## src/rtl/n0_tile_sequencer.sv

```systemverilog
// n0_tile_sequencer: issues NBin/SB reads for one layer tile, delay-matches control
// to the fixed-latency n0 datapath and drives NBout writeback.
module n0_tile_sequencer #(
   parameter int ADDR_W   = 10,
   parameter int CNT_W    = 8,
   parameter int PIPE_LAT = 4
) (
   input  logic              clk,
   input  logic              rst_n,
   input  logic              i_start,
   input  logic [CNT_W-1:0]  i_num_in_blk,
   input  logic [CNT_W-1:0]  i_num_out_blk,
   input  logic [ADDR_W-1:0] i_nbin_base,
   input  logic [ADDR_W-1:0] i_sb_base,
   input  logic              i_stall,
   output logic              o_busy,
   output logic              o_done,
   output logic              o_rd_en,
   output logic [ADDR_W-1:0] o_nbin_addr,
   output logic [ADDR_W-1:0] o_sb_addr,
   output logic              o_psum_sel,
   output logic              o_nbout_wr_en,
   output logic [ADDR_W-1:0] o_nbout_addr,
   output logic              o_last_wb
);
   typedef enum logic [1:0] {IDLE, ISSUE, DRAIN, DONE} state_t;
   typedef struct packed {
      logic             v;
      logic [CNT_W-1:0] ob;
      logic             ps;
      logic             last;
   } stage_t;
   state_t            state;
   stage_t            dl [PIPE_LAT];
   logic [CNT_W-1:0]  nib, nob, ib, ob;
   logic [ADDR_W-1:0] nbin_a, sb_a;
   logic              issue, last_ob, last_ib, pending;
   assign issue   = state == ISSUE && !i_stall;
   assign last_ob = ob == nob - CNT_W'(1);
   assign last_ib = ib == nib - CNT_W'(1);
   // entries still ahead of the output stage; the output stage itself retires this cycle
   always_comb begin
      pending = 1'b0;
      for (int i = 0; i < PIPE_LAT - 1; i++) pending = pending | dl[i].v;
   end
   always_ff @(posedge clk or negedge rst_n) begin
      if (!rst_n) begin
         state  <= IDLE;
         nib    <= '0;
         nob    <= '0;
         ib     <= '0;
         ob     <= '0;
         nbin_a <= '0;
         sb_a   <= '0;
         for (int i = 0; i < PIPE_LAT; i++) dl[i] <= '0;
      end else begin
         dl[0] <= issue ? {1'b1, ob, ib != '0, last_ib} : '0;
         for (int i = 1; i < PIPE_LAT; i++) dl[i] <= dl[i-1];
         case (state)
            IDLE: if (i_start) begin
               nib    <= i_num_in_blk;
               nob    <= i_num_out_blk;
               ib     <= '0;
               ob     <= '0;
               nbin_a <= i_nbin_base;
               sb_a   <= i_sb_base;
               state  <= (i_num_in_blk == '0 || i_num_out_blk == '0) ? DONE : ISSUE;
            end
            // sb address walks ib*num_out_blk+ob linearly, so a plain increment suffices
            ISSUE: if (!i_stall) begin
               sb_a <= sb_a + ADDR_W'(1);
               if (last_ob) begin
                  ob     <= '0;
                  ib     <= ib + CNT_W'(1);
                  nbin_a <= nbin_a + ADDR_W'(1);
                  if (last_ib) state <= DRAIN;
               end else begin
                  ob <= ob + CNT_W'(1);
               end
            end
            DRAIN: if (!pending) state <= DONE;
            DONE:  state <= IDLE;
         endcase
      end
   end
   assign o_busy        = state != IDLE || i_start;
   assign o_done        = state == DONE;
   assign o_rd_en       = issue;
   assign o_nbin_addr   = nbin_a;
   assign o_sb_addr     = sb_a;
   assign o_nbout_wr_en = dl[PIPE_LAT-1].v;
   assign o_nbout_addr  = ADDR_W'(dl[PIPE_LAT-1].ob);
   assign o_psum_sel    = dl[PIPE_LAT-1].ps;
   assign o_last_wb     = dl[PIPE_LAT-1].last;
endmodule
```

## config.mk

```make
export PLATFORM = sky130hd
export DESIGN_NAME = n0_tile_sequencer
export DESIGN_NICKNAME = d
export VERILOG_FILES = /design/src/rtl/n0_tile_sequencer.sv
export SDC_FILE = /design/constraint.sdc
export NUM_CORES = 1
export LEC_CHECK = 0
export CELL_PAD_IN_SITES_DETAIL_PLACEMENT = 1
export CELL_PAD_IN_SITES_GLOBAL_PLACEMENT = 1
export CORE_ASPECT_RATIO = 0.9
export CORE_MARGIN = 5
export CORE_UTILIZATION = 45
export CTS_BUF_LIST = sky130_fd_sc_hd__clkbuf_2 sky130_fd_sc_hd__clkbuf_4 sky130_fd_sc_hd__clkbuf_8
export CTS_CLUSTER_SIZE = 24
export DETAILED_ROUTE_END_ITERATION = 7
export HOLD_SLACK_MARGIN = 0.1
export PLACE_DENSITY_LB_ADDON = 0.1
export SLEW_MARGIN = 20
export SYNTH_ARGS = -nofsm -noshare
export SYNTH_HDL_FRONTEND = slang
export SYNTH_SLANG_ARGS = --single-unit
export TNS_END_PERCENT = 100
```

## constraint.sdc

```tcl
create_clock -name clk -period 6.64 [get_ports clk]
set_input_delay 1.328 -clock clk [delete_from_list [all_inputs] [get_ports clk]]
set_output_delay 1.328 -clock clk [all_outputs]
set_load 0.1 [all_outputs]
```

**Word-level counts from Yosys, hierarchy flattened**

Index checks and enable logic that the tools add are counted.
W data, S select, Z words.

- Register bits after elaboration: 98
- Word-level logic and storage cells: 77
- Input bits: 40

- Bitwise gates (word level): 2
- $add $sub $neg: 6
- Multiplexer cells: 22
- Reductions and logical operators: 14
- Equal/unequal tests: 10

Operator list:

| kind | count |
|---|---|
| $mux W10 | 5 |
| $mux W8 | 5 |
| $pmux W10 S2 | 2 |
| $pmux W8 S2 | 2 |
| $add A10 B1 Y10 const B | 2 |
| $add A8 B1 Y8 const B | 2 |
| $eq A8 B8 Y1 | 2 |
| $logic_not A8 Y1 | 2 |
| $sub A8 B1 Y8 const B | 2 |
| $mux W2 | 6 |
| $mux W11 | 1 |
| $ne A2 B2 Y1 const B | 5 |
| $pmux W2 S4 | 1 |
| $reduce_bool A8 Y1 | 1 |
| $reduce_and A5 Y1 | 1 |
| $eq A2 B2 Y1 const B | 2 |
| $reduce_and A4 Y1 | 1 |
| $reduce_bool A2 Y1 | 2 |
| $reduce_and A3 Y1 | 1 |
| $eq A2 B1 Y1 const B | 1 |
| $logic_not A2 Y1 | 1 |
| $logic_or A1 B1 Y1 | 2 |
| $or A1 B1 Y1 | 2 |
| $reduce_and A2 Y1 | 1 |
| other kinds (2) | 2 |

**Depth between registers and ports, before layout**

- Depth after elaboration: 6
- Mapped depth: 12
- Mapped depth without buffers: 9

**Worst setup path before layout**

OpenSTA, ideal clock, no wires.

- Path type: input to output
- Start: in i_stall
- End: out o_rd_en
- Cell stages on the path: 1
- Arrival: 2.754 ns
- Slack: 2.558 ns
- Buffers on the path: 0
- Cells stage by stage: nor2_1

- Cells in the longest elaborated chain, start to end: 2

RTL lines:

| element | RTL line | text |
|---|---|---|
| start, declared | 15 | `input logic i_stall,` |
| $logic_not A1 Y1 | - |  |
| $logic_and A1 B1 Y1 | 38 | `assign issue = state == ISSUE && !i_stall;` |
| end, declared | 18 | `output logic o_rd_en,` |

Every way passes these cells.

**Worst setup path in the final report**

Ends and elaborated chain as after synthesis.

==> out/metrics.yaml <==
timing:
  max-slew-margin-rel_pct: 33.6
  period_share_pct: 72.2
  setup_viol: 0
  final_hold_viol_count: 0
  tns_ns: 0
  skew_ns: 0.00889
  min_period_ns: 4.80
  drv_slew: 0
  fin_hold_ws_ns: 0.351
  fmax_mhz: 208
  rsz0062_at_grt: "false"
  tightestPinTransition_ns: 0.992
synth:
  yosys.area.top_type: "dfrtp_1"
  synth_ff_type: "dfrtp_1"
  yosysUniqueCellTypes: 56
  synth.area.top_cells: "dfrtp_1, mux2_2, ha_1, o21ai_0, nand2_1"
  synth_top_area_share_pct: 52.6
  yosys-top-cells-count: "dfrtp_1, nand2_1, o21ai_0"
  ys_seq_elements: 98
  synth_most_common_cell: "dfrtp_1"
  ys_seq_area_share_pct: 52.6
  synth_edf_count: 0
  netlist_area_um2: 4670
  synth.avg_cell_area_um2: 10.6
  yosysWarnings: 0
  synthArstFlopShare_pct: 100
  syn_inst: 439
grt:
  antenna_found_initial: 0
  top_usage_layer: "met2"
  grt_overflow: 0
  grt_pass1_vias: 3852
  use_met1_pct: 26.4
  grt_util_met3_pct: 3.96
  grt_usage_pct: 19.3
  grt_max_degree: 63
  grt_pass1_wl_um: 19800
  grt_use_met2_pct: 30.9
pwr:
  sw_frac_of_total_pct: 33.8
  power_frac_comb_pct: 20.2
  clkPwrFrac_pct: 29.3
  p_int_w: 0.000922
  vdd_drop_max_mv: 0.200
  powerDensity_nw_per_um2: 247
  p_leak_nw: 2.48
  pwr-share-seq_pct: 50.5
  switchingPower_w: 0.000470
detailed_routing:
  vias: 3601
  ant_nets: 0
  wl_per_cell_um: 18.5
  first_pass_iters: 4
  via_per_inst: 5.70
  drtIter0Drc: 197
  wl_um: 11700
  drc: 0
floorplan:
  die_y_um: 107
  row_count: 35
  core_area_um2: 10200
  dieArea_um2: 12500
  start_util_pct: 45.7
  ios: 76
  die_w_um: 117
clocking:
  cts-resized-gates: 0
  clk_path_buf_depth: 2
  ctsHoldBuffers: 0
  htreeDepth: 3
  clock_latency_ns: 0.37
  numCtsBuffers: 9
  postCtsSetupBuffers: 0
  clk_pin_slew_ns: 0.10
  clock_sinks: 98
  root_buffer: "clkbuf_8"
  cts_tree: "yes"
job:
  maxCapViolations: 0
critical_path:
  slowest_stage: "clkdlybuf4s50_1"
  critPathTopFamily: "buffers and inverters"
  cp.required_ns: 5.31
  cp.arrival_ns: 3.47
  cp_max_fo: 10
  cp_common_cell: "clkdlybuf4s50_1"
  max_stage_delay_ns: 1.23
  worstPathCellList: "clkdlybuf4s50_1, nor2_1, clkdlybuf4s50_1"
  setup.worst_path.end_class: "output port"
  critical_path_class: "in -> out"
  crit_path_start_kind: "input port"
  crit_buf_inv: 2
layout:
  syn_to_final_growth_pct: 20.8
  diodes: 0
  final_nets: 549
  drive_above_1_share_pct: 9.54
hold_path:
  worstHoldPathType: "reg -> reg"
place:
  io_buffers: 73
  place_hpwl_um: 8430
  gp_congestion: 0.812
run_status:
  status: "finished clean"
final timing paths:
path / depth (start not counted) / from / end / slack [ns]
max: 3 / i_stall / o_rd_en / 1.84
min: 0 / dl[28] / dl[17] / 0.35
max reg2reg: 9 / nob[0] / o_nbin_addr[1] / 3.55
min reg2reg: 0 / dl[28] / dl[17] / 0.35
max in group asynchronous: 2 / rst_n / o_nbin_addr[7] / 4.57
min in group asynchronous: 1 / rst_n / nob[5] / 0.91
cells in the final DEF, fill, tap and decap left out, types with 2 or more instances in the layout:
cell type	Yosys	layout
ha_1	11	11
inv_6	0	4
o21bai_1	3	3
xnor2_1	12	12
a21oi_1	20	20
nor4_1	6	6
a2bb2oi_1	2	2
nor2_1	23	23
mux2_2	19	19
or3_1	5	5
and2_1	10	10
mux2i_1	5	5
nand4_1	11	11
dfrtp_1	98	98
nor3_1	13	13
o22ai_1	8	8
and3_1	9	9
conb_1	1	2
inv_1	14	14
nand2b_1	4	4
nor2b_1	3	3
nor4_4	2	2
a32o_1	2	2
o31ai_1	3	3
o211a_1	2	2
clkbuf_8	0	9
a31oi_1	2	2
a211oi_1	5	5
xor2_1	11	11
or2_2	2	2
clkdlybuf4s50_1	0	72
o21ai_0	24	24
nand3_1	21	21
o311ai_0	4	4
buf_4	10	5
nand2_1	31	31
or4_1	5	5
flip-flops by register name, indices dropped and copies added, names as in the netlist:
register / flops
dl: 33
ib: 8
nib: 8
nob: 8
o_last_wb: 1
o_nbin_addr: 10
o_nbout_addr: 8
o_nbout_wr_en: 1
o_psum_sel: 1
o_sb_addr: 10
ob: 8
state: 2
worst reg2reg max path, cell delays in order, from the launching register on:
cell and delay [ns]:
dfrtp_1 0.46, inv_1 0.09, ha_1 0.33, nand2_1 0.09, mux2i_1 0.13, a21oi_1 0.11, a2111oi_4 0.54, a21oi_2 0.37
nor2_2 0.46, mux2_2 0.39
stage by stage:
| stage | util [%] | area [µm²] | worst slack [ns] | std cells | total power, W |
|---|---|---|---|---|---|
| 5_1_grt | 55.2 | 5630 | 1.69 | 632 | 0.00146 |
| 3_3_place_gp | 53.2 | 5430 | 1.84 | 616 | 0.000991 |
| 3_5_place_dp | 53.2 | 5430 | 1.79 | 616 | 0.00100 |
| 4_1_cts | 55.2 | 5630 | 1.78 | 632 | 0.00141 |
| 2_1_floorplan | - | 4670 | 2.56 | 440 | 0.000908 |
| 6_report | 55.2 | 5630 | 1.84 | 632 | 0.00139 |
power groups by stage:
| stage | clock network [W] | registers (W) | logic, W |
|---|---|---|---|
| after floorplan | 0 | 0.000752 | 0.000156 |
| after global placement | 0 | 0.000713 | 0.000277 |
| after detailed placement | 0 | 0.000716 | 0.000284 |
| after CTS | 0.000422 | 0.000704 | 0.000284 |
| after global routing | 0.000447 | 0.000713 | 0.000300 |
| final | 0.000407 | 0.000704 | 0.000281 |
cell type report:
cell class / instances / area (µm²)
Fill cell: 1117 / 4570
Sequential cell: 98 / 2450
Timing Repair Buffer: 77 / 758
Inverter: 14 / 52.6
Multi-Input combinational cell: 298 / 2000
Clock inverter: 7 / 81.3
Clock buffer: 9 / 124
Tap cell: 129 / 161
logic make-up (layout without fill, tap and decap cells):
kind of cell    after synthesis  count (layout)  share of synthesized area [%]
simple gates                151             151                           17.5
flops                        98              98                           52.6
compound gates               87              87                           12.4
buf+inv                      44             107                           4.56
mux                          24              24                           5.66
xor+xnor                     23              23                           4.32
fa+ha+maj                    11              11                           2.95
other cells                   1               2                         0.0804
metal layers:
layer	up-vias	routed length (µm)
met1	1815	5480
met2	83	5540
met5	-	0
met4	0	225
li1	1686	-
met3	17	450
Power figures use the tool's default switching activity.
